===== src/rtl/alu_ctrl_pkg.sv =====
// Shared widths, FSM state encoding and command record for the ALU issue controller.
package alu_ctrl_pkg;
   localparam int DATA_W  = 8;
   localparam int FSEL_W  = 4;
   localparam int REG_NUM = 8;
   localparam int REG_AW  = $clog2(REG_NUM);

   typedef enum logic [1:0] {
      IDLE  = 2'd0,
      DRIVE = 2'd1,
      RESP  = 2'd2
   } state_t;

   typedef struct packed {
      logic [FSEL_W-1:0] f;
      logic [REG_AW-1:0] ra;
      logic [REG_AW-1:0] rb;
      logic [REG_AW-1:0] rd;
      logic              wb;
   } cmd_t;
endpackage


===== src/rtl/alu_issue_ctrl_if.sv =====
// Command handshake and response bundle between the CPU control unit (master) and the ALU issue controller (slave).
interface alu_issue_ctrl_if;
   import alu_ctrl_pkg::*;

   logic              cmd_valid;
   logic              cmd_ready;
   logic [FSEL_W-1:0] cmd_f;
   logic [REG_AW-1:0] cmd_ra;
   logic [REG_AW-1:0] cmd_rb;
   logic [REG_AW-1:0] cmd_rd;
   logic              cmd_wb;
   logic              rsp_valid;
   logic [DATA_W-1:0] rsp_c;
   logic              rsp_cf;
   logic              rsp_zf;

   modport master (
      output cmd_valid, cmd_f, cmd_ra, cmd_rb, cmd_rd, cmd_wb,
      input  cmd_ready, rsp_valid, rsp_c, rsp_cf, rsp_zf
   );

   modport slave (
      input  cmd_valid, cmd_f, cmd_ra, cmd_rb, cmd_rd, cmd_wb,
      output cmd_ready, rsp_valid, rsp_c, rsp_cf, rsp_zf
   );
endinterface


===== src/rtl/alu_regfile.sv =====
// REG_NUM x DATA_W register file: three combinational read ports, one synchronous write port.
module alu_regfile
   import alu_ctrl_pkg::*;
(
   input  logic              clk,
   input  logic              rst_n,
   input  logic [REG_AW-1:0] ra_addr,
   input  logic [REG_AW-1:0] rb_addr,
   input  logic [REG_AW-1:0] dbg_addr,
   output logic [DATA_W-1:0] ra_data,
   output logic [DATA_W-1:0] rb_data,
   output logic [DATA_W-1:0] dbg_data,
   input  logic              we,
   input  logic [REG_AW-1:0] waddr,
   input  logic [DATA_W-1:0] wdata
);
   logic [DATA_W-1:0] mem_q [REG_NUM];
   logic [DATA_W-1:0] mem_d [REG_NUM];

   always_comb begin
      mem_d = mem_q;
      if (we) mem_d[waddr] = wdata;
   end

   always_ff @(posedge clk) begin
      if (!rst_n) begin
         for (int i = 0; i < REG_NUM; i++) mem_q[i] <= '0;
      end else begin
         mem_q <= mem_d;
      end
   end

   assign ra_data  = mem_q[ra_addr];
   assign rb_data  = mem_q[rb_addr];
   assign dbg_data = mem_q[dbg_addr];
endmodule


===== src/rtl/alu_issue_ctrl.sv =====
// Execute-stage initiator for the combinational ALU: operand fetch, settle wait, result capture and write-back.
// Optional completed-op counter enabled by defining ALU_OPCNT_EN.
module alu_issue_ctrl
   import alu_ctrl_pkg::*;
#(
   parameter int SETTLE_CYC = 1
) (
   input  logic              clk,
   input  logic              rst_n,
   alu_issue_ctrl_if.slave   cmd_if,
   input  logic              ld_valid,
   input  logic [REG_AW-1:0] ld_addr,
   input  logic [DATA_W-1:0] ld_data,
   output logic [DATA_W-1:0] alu_a,
   output logic [DATA_W-1:0] alu_b,
   output logic [FSEL_W-1:0] alu_f,
   input  logic [DATA_W-1:0] alu_c,
   input  logic              alu_cf,
   input  logic              alu_zf,
   output logic              cf_q,
   output logic              zf_q,
   input  logic [REG_AW-1:0] dbg_addr,
   output logic [DATA_W-1:0] dbg_data,
   output logic [15:0]       op_count
);
   localparam int CNT_W = (SETTLE_CYC > 1) ? $clog2(SETTLE_CYC) : 1;

   state_t            state_q, state_d;
   logic [CNT_W-1:0]  cnt_q, cnt_d;
   logic [REG_AW-1:0] rd_q, rd_d;
   logic              wb_q, wb_d;
   logic [DATA_W-1:0] alu_a_q, alu_a_d, alu_b_q, alu_b_d;
   logic [FSEL_W-1:0] alu_f_q, alu_f_d;
   logic [DATA_W-1:0] rsp_c_q, rsp_c_d;
   logic              rsp_cf_q, rsp_cf_d, rsp_zf_q, rsp_zf_d;
   logic              cf_d, zf_d;
   logic              capture;
   logic              rf_we;
   logic [REG_AW-1:0] rf_waddr;
   logic [DATA_W-1:0] rf_wdata;
   logic [DATA_W-1:0] ra_data, rb_data;
   cmd_t              cmd_in;

   assign cmd_in = '{f: cmd_if.cmd_f, ra: cmd_if.cmd_ra, rb: cmd_if.cmd_rb,
                     rd: cmd_if.cmd_rd, wb: cmd_if.cmd_wb};

   alu_regfile u_regfile (
      .clk      (clk),
      .rst_n    (rst_n),
      .ra_addr  (cmd_in.ra),
      .rb_addr  (cmd_in.rb),
      .dbg_addr (dbg_addr),
      .ra_data  (ra_data),
      .rb_data  (rb_data),
      .dbg_data (dbg_data),
      .we       (rf_we),
      .waddr    (rf_waddr),
      .wdata    (rf_wdata)
   );

   // Preload only happens in IDLE and write-back only in DRIVE, so the write port never sees both.
   always_comb begin
      state_d  = state_q;
      cnt_d    = cnt_q;
      rd_d     = rd_q;
      wb_d     = wb_q;
      alu_a_d  = alu_a_q;
      alu_b_d  = alu_b_q;
      alu_f_d  = alu_f_q;
      rsp_c_d  = rsp_c_q;
      rsp_cf_d = rsp_cf_q;
      rsp_zf_d = rsp_zf_q;
      cf_d     = cf_q;
      zf_d     = zf_q;
      capture  = 1'b0;
      rf_we    = 1'b0;
      rf_waddr = ld_addr;
      rf_wdata = ld_data;
      unique case (state_q)
         IDLE: begin
            rf_we = ld_valid;
            if (cmd_if.cmd_valid) begin
               alu_a_d = ra_data;
               alu_b_d = rb_data;
               alu_f_d = cmd_in.f;
               rd_d    = cmd_in.rd;
               wb_d    = cmd_in.wb;
               cnt_d   = CNT_W'(SETTLE_CYC - 1);
               state_d = DRIVE;
            end
         end
         DRIVE: begin
            if (cnt_q == '0) begin
               capture  = 1'b1;
               rsp_c_d  = alu_c;
               rsp_cf_d = alu_cf;
               rsp_zf_d = alu_zf;
               cf_d     = alu_cf;
               zf_d     = alu_zf;
               rf_we    = wb_q;
               rf_waddr = rd_q;
               rf_wdata = alu_c;
               state_d  = RESP;
            end else begin
               cnt_d = cnt_q - 1'b1;
            end
         end
         RESP:    state_d = IDLE;
         default: state_d = IDLE;
      endcase
   end

   always_ff @(posedge clk) begin
      if (!rst_n) begin
         state_q  <= IDLE;
         cnt_q    <= '0;
         rd_q     <= '0;
         wb_q     <= 1'b0;
         alu_a_q  <= '0;
         alu_b_q  <= '0;
         alu_f_q  <= '0;
         rsp_c_q  <= '0;
         rsp_cf_q <= 1'b0;
         rsp_zf_q <= 1'b0;
         cf_q     <= 1'b0;
         zf_q     <= 1'b0;
      end else begin
         state_q  <= state_d;
         cnt_q    <= cnt_d;
         rd_q     <= rd_d;
         wb_q     <= wb_d;
         alu_a_q  <= alu_a_d;
         alu_b_q  <= alu_b_d;
         alu_f_q  <= alu_f_d;
         rsp_c_q  <= rsp_c_d;
         rsp_cf_q <= rsp_cf_d;
         rsp_zf_q <= rsp_zf_d;
         cf_q     <= cf_d;
         zf_q     <= zf_d;
      end
   end

`ifdef ALU_OPCNT_EN
   logic [15:0] op_count_q, op_count_d;

   always_comb begin
      op_count_d = op_count_q;
      if (capture && op_count_q != 16'hFFFF) op_count_d = op_count_q + 16'd1;
   end

   always_ff @(posedge clk) begin
      if (!rst_n) op_count_q <= '0;
      else        op_count_q <= op_count_d;
   end

   assign op_count = op_count_q;
`else
   assign op_count = '0;
`endif

   assign cmd_if.cmd_ready = (state_q == IDLE);
   assign cmd_if.rsp_valid = (state_q == RESP);
   assign cmd_if.rsp_c     = rsp_c_q;
   assign cmd_if.rsp_cf    = rsp_cf_q;
   assign cmd_if.rsp_zf    = rsp_zf_q;
   assign alu_a            = alu_a_q;
   assign alu_b            = alu_b_q;
   assign alu_f            = alu_f_q;
endmodule


===== src/flat_wrapper.sv =====
// flat-port wrapper written by rule: the top's interface ports become plain ports
module alu_issue_ctrl_flat import alu_ctrl_pkg::*;
#(
   parameter int SETTLE_CYC = 1
)
  (clk, rst_n, ld_valid, ld_addr, ld_data, alu_a, alu_b, alu_f, alu_c, alu_cf, alu_zf, cf_q, zf_q, dbg_addr, dbg_data, op_count, cmd_if_cmd_valid, cmd_if_cmd_f, cmd_if_cmd_ra, cmd_if_cmd_rb, cmd_if_cmd_rd, cmd_if_cmd_wb, cmd_if_cmd_ready, cmd_if_rsp_valid, cmd_if_rsp_c, cmd_if_rsp_cf, cmd_if_rsp_zf);
  alu_issue_ctrl_if cmd_if_i ();
  input  logic clk;
  input  logic rst_n;
  input  logic ld_valid;
  input  logic [REG_AW-1:0] ld_addr;
  input  logic [DATA_W-1:0] ld_data;
  output logic [DATA_W-1:0] alu_a;
  output logic [DATA_W-1:0] alu_b;
  output logic [FSEL_W-1:0] alu_f;
  input  logic [DATA_W-1:0] alu_c;
  input  logic alu_cf;
  input  logic alu_zf;
  output logic cf_q;
  output logic zf_q;
  input  logic [REG_AW-1:0] dbg_addr;
  output logic [DATA_W-1:0] dbg_data;
  output logic [15:0] op_count;
  input wire logic [$bits(cmd_if_i.cmd_valid)-1:0] cmd_if_cmd_valid;
  input wire logic [$bits(cmd_if_i.cmd_f)-1:0] cmd_if_cmd_f;
  input wire logic [$bits(cmd_if_i.cmd_ra)-1:0] cmd_if_cmd_ra;
  input wire logic [$bits(cmd_if_i.cmd_rb)-1:0] cmd_if_cmd_rb;
  input wire logic [$bits(cmd_if_i.cmd_rd)-1:0] cmd_if_cmd_rd;
  input wire logic [$bits(cmd_if_i.cmd_wb)-1:0] cmd_if_cmd_wb;
  output wire logic [$bits(cmd_if_i.cmd_ready)-1:0] cmd_if_cmd_ready;
  output wire logic [$bits(cmd_if_i.rsp_valid)-1:0] cmd_if_rsp_valid;
  output wire logic [$bits(cmd_if_i.rsp_c)-1:0] cmd_if_rsp_c;
  output wire logic [$bits(cmd_if_i.rsp_cf)-1:0] cmd_if_rsp_cf;
  output wire logic [$bits(cmd_if_i.rsp_zf)-1:0] cmd_if_rsp_zf;
  assign cmd_if_i.cmd_valid = cmd_if_cmd_valid;
  assign cmd_if_i.cmd_f = cmd_if_cmd_f;
  assign cmd_if_i.cmd_ra = cmd_if_cmd_ra;
  assign cmd_if_i.cmd_rb = cmd_if_cmd_rb;
  assign cmd_if_i.cmd_rd = cmd_if_cmd_rd;
  assign cmd_if_i.cmd_wb = cmd_if_cmd_wb;
  assign cmd_if_cmd_ready = cmd_if_i.cmd_ready;
  assign cmd_if_rsp_valid = cmd_if_i.rsp_valid;
  assign cmd_if_rsp_c = cmd_if_i.rsp_c;
  assign cmd_if_rsp_cf = cmd_if_i.rsp_cf;
  assign cmd_if_rsp_zf = cmd_if_i.rsp_zf;
  alu_issue_ctrl #(.SETTLE_CYC(SETTLE_CYC)) u_core (.clk(clk), .rst_n(rst_n), .cmd_if(cmd_if_i), .ld_valid(ld_valid), .ld_addr(ld_addr), .ld_data(ld_data), .alu_a(alu_a), .alu_b(alu_b), .alu_f(alu_f), .alu_c(alu_c), .alu_cf(alu_cf), .alu_zf(alu_zf), .cf_q(cf_q), .zf_q(zf_q), .dbg_addr(dbg_addr), .dbg_data(dbg_data), .op_count(op_count));
endmodule

===== config.mk =====
export PLATFORM = sky130hd
export DESIGN_NAME = alu_issue_ctrl_flat
export DESIGN_NICKNAME = d
export VERILOG_FILES = /design/src/rtl/alu_ctrl_pkg.sv /design/src/rtl/alu_issue_ctrl_if.sv /design/src/rtl/alu_regfile.sv /design/src/rtl/alu_issue_ctrl.sv /design/src/flat_wrapper.sv
export SDC_FILE = /design/constraint.sdc
export NUM_CORES = 1
export LEC_CHECK = 0
export CORE_MARGIN = 2
export CORE_UTILIZATION = 55
export DETAILED_ROUTE_END_ITERATION = 10
export DONT_BUFFER_PORTS = 1
export PLACE_DENSITY = 0.8
export SLEW_MARGIN = 20
export SYNTH_ARGS = -nofsm -noshare
export SYNTH_HDL_FRONTEND = slang
export SYNTH_SLANG_ARGS = --single-unit

===== constraint.sdc =====
create_clock -name clk -period 4.4 [get_ports clk]
set_input_delay 0.44 -clock clk [delete_from_list [all_inputs] [get_ports clk]]
set_output_delay 0.44 -clock clk [all_outputs]
set_load 0.05 [all_outputs]

==> flow_summary.toml <==
[place]
hpwl_mm = 9.09
portBuffers = 0
postPlaceCellArea_um2 = 5350
gp_congestion = 0.827

[timing]
skew_ps = 12.6
max_freq_ghz = 0.397
min_period_ps = 2520
worst_pin_slew_ps = 980
fin_crit_sh_pct = 57.2
rsz0062_at_grt = "false"
fin_tns_setup_ps = 0
slew_viol_final = 0
slew_headroom_pct = 34.5
hold_violations = 0
finalSetupViolations = 0

[power]
p_comb_share_pct = 12.7
leakage_nw = 2.40
p_int_w = 0.00125
ir_drop_mv = 0.208
clkPwrFrac_pct = 30.3
power_frac_seq_pct = 57.1
switchingPower_w = 0.000545
switching_share_pct = 30.3
p_per_area_nw_per_um2 = 325

[drt]
dr.first_iter.drc_count = 238
vias = 4020
dr.pass1.iters = 7
wl_per_cell_um = 21.0
vias_per_cell = 6.18
drtAntennaViolNets = 0
drc_errors = 0
wirelength_mm = 13.7

[min_path]
worstHoldPathCells = 1
hp-class = "input port to flop"

[floorplanning]
start_util_pct = 56.1
die_area_um2 = 10700
fp.coreArea_um2 = 9680
rows = 36
fp.dieW_um = 103
io_pins = 100
die_h_um = 103

[layout]
syn_to_final_growth_pct = 1.84
regArea_um2 = 2000
multi_input_area_um2 = 3170
antennaDiodeCount = 0
fillCellCount = 852
nets = 554
stdcell_area_um2 = 5530
layout-drive-gt1-share_pct = 21.5

[yosys]
synth-main-ff-cell = "dfxtp_1"
synthCells = 542
syn_area_um2 = 5430
synth-simple-area-share_pct = 12.4
async_reset_ff_share_pct = 0
synth_edf_count = 0
synth_seq_cells = 100
synth-xor-area-share_pct = 0
synth-compound-area-share_pct = 9.53
ys_warn_count = 0
avgSynthCellArea_um2 = 10.0
synthMuxAreaShare_pct = 35.2
yosysUniqueCellTypes = 35
synth_top_family_by_area = "multiplexers"
synthAdderAreaFrac_pct = 0
synth-seq-area-share_pct = 36.8

[global_route]
gr-total-overflow = 0
grt_pass1_wl_mm = 20.7
grt_usage_pct = 26.1
grt_pass1_vias = 4040
grt_max_degree = 94
antenna_found_initial = 0

[setup_path]
r2r_cells = 4
crit_arrival_ps = 2810
cp.required_ps = 4690
cp_max_fo = 21
critPathKind = "flop to flop"
critPathCaptureType = "flop"
start_kind = "flop"

[cts]
cts_made_buffers = 9
htreeDepth = 3
clk_pin_slew_worst_paths_ps = 100
cts_resized = 0
clk_latency_ps = 370
cts.sinks = 100
postCtsSetupRepairBufs = 0
ctsRootBufferMaster = "clkbuf_8"
clock_path_buffers = 2
cts_hold_buf = 0
cts_tree = "yes"

[status]
status = "completed"

[job]
maxCapViolations = 0
-- cells in the mapped netlist, types with 2 or more instances --
cell | instances | area [um2]
o22ai_1 | 32 | 200
mux2i_1 | 74 | 741
a21boi_0 | 10 | 75.1
nand2_1 | 113 | 424
o31ai_1 | 16 | 120
dfxtp_1 | 100 | 2000
buf_2 | 14 | 70.1
buf_4 | 20 | 150
mux2_1 | 5 | 56.3
or2_2 | 2 | 12.5
nand2_2 | 4 | 25.0
nand2_4 | 2 | 22.5
nor2_1 | 3 | 11.3
nor2b_1 | 12 | 75.1
buf_1 | 6 | 22.5
mux2_2 | 67 | 754
inv_1 | 2 | 7.51
nand2b_1 | 5 | 31.3
clkbuf_1 | 16 | 60.1
mux4_2 | 16 | 360
nand3b_1 | 2 | 15.0
a21bo_1 | 8 | 80.1
-- state kept, by name (all words and copies together), names as in the netlist --
| name | cells |
|---|---|
| u_core.alu_a | 8 |
| u_core.alu_b | 8 |
| u_core.alu_f | 4 |
| u_core.cf_q | 1 |
| u_core.cmd_if.rsp_c | 8 |
| u_core.rd_q | 3 |
| u_core.state_q | 2 |
| u_core.u_regfile.mem_q | 64 |
| u_core.wb_q | 1 |
| u_core.zf_q | 1 |
-- kinds of logic after synthesis --
logic type | Yosys count
compound gates | 70
flops | 100
other cells | 1
mux | 162
buf+inv | 59
simple gates | 150
-- routing by layer --
metal	GRT usage (%)	vias up	wire [um]
li1	-	1829	-
met1	32.5	1966	5620
met2	43.5	200	6470
met3	7.53	25	1230
met4	8.70	0	335
met5	0	-	0
-- final timing paths --
kind | slack (ps) | from | end
setup reg to reg | 1880 | u_core.state_q[1]$_SDFFE_PN0P_ | u_core.u_regfile.mem_q[52]$_SDFFE_PN0P_
hold / removal | 200 | rst_n | u_core.alu_f[0]$_SDFFE_PN0P_
setup / recovery | 1880 | u_core.state_q[1]$_SDFFE_PN0P_ | u_core.u_regfile.mem_q[52]$_SDFFE_PN0P_
hold reg to reg | 490 | u_core.u_regfile.mem_q[26]$_SDFFE_PN0P_ | u_core.u_regfile.mem_q[26]$_SDFFE_PN0P_
-- power by group through the flow --
stage	combinational, W	clock (W)	sequential, W
6_report	0.000227	0.000544	0.00103
5_1_grt	0.000241	0.000584	0.00103
4_1_cts	0.000226	0.000554	0.00103
3_5_place_dp	0.000225	0	0.00105
3_3_place_gp	0.000219	0	0.00104
2_1_floorplan	0.000234	0	0.00103
-- area by class of cell --
| type | instances | area share, % |
|---|---|---|
| Multi-Input combinational cell | 398 | 57.3 |
| Sequential cell | 100 | 36.2 |
| Inverter | 2 | 0.136 |
| Clock buffer | 12 | 2.62 |
| Clock inverter | 4 | 0.611 |
| Tap cell | 133 | 3.01 |
| Timing Repair Buffer | 1 | 0.136 |
-- critical path, stage by stage, from the launching register on --
cell	delay [ps]
dfxtp_1	530
nand2b_1	650
mux2i_1	210
nor2b_1	790
mux2i_1	270
-- cell usage in the layout, fill, tap and decap left out, types with 2 or more instances in the layout --
cell and n:
a21bo_1 8, a21boi_0 10, clkbuf_1 2, clkbuf_8 10, clkinv_4 2, conb_1 16
dfxtp_1 100, inv_1 2, mux2_1 5, mux2_2 67, mux2i_1 74, mux4_2 16
nand2_1 113, nand2_2 4, nand2_4 2, nand2b_1 5, nand3b_1 2, nor2_1 3
nor2b_1 12, o22ai_1 32, o31ai_1 16, or2_2 2
-- per-stage QoR --
step | hold slack [ps] | total power, W | cells | utilization [%] | worst slack, ps
after global routing | 198 | 0.00186 | 650 | 57.1 | 1670
after global placement | 466 | 0.00126 | 634 | 55.3 | 2020
final | 200 | 0.00180 | 650 | 57.1 | 1880
after detailed placement | 477 | 0.00127 | 634 | 55.3 | 1910
after CTS | 188 | 0.00181 | 650 | 57.1 | 1870
after floorplan | 451 | 0.00127 | 557 | - | 2100
Note: power is estimated with default switching activity, not from simulation.
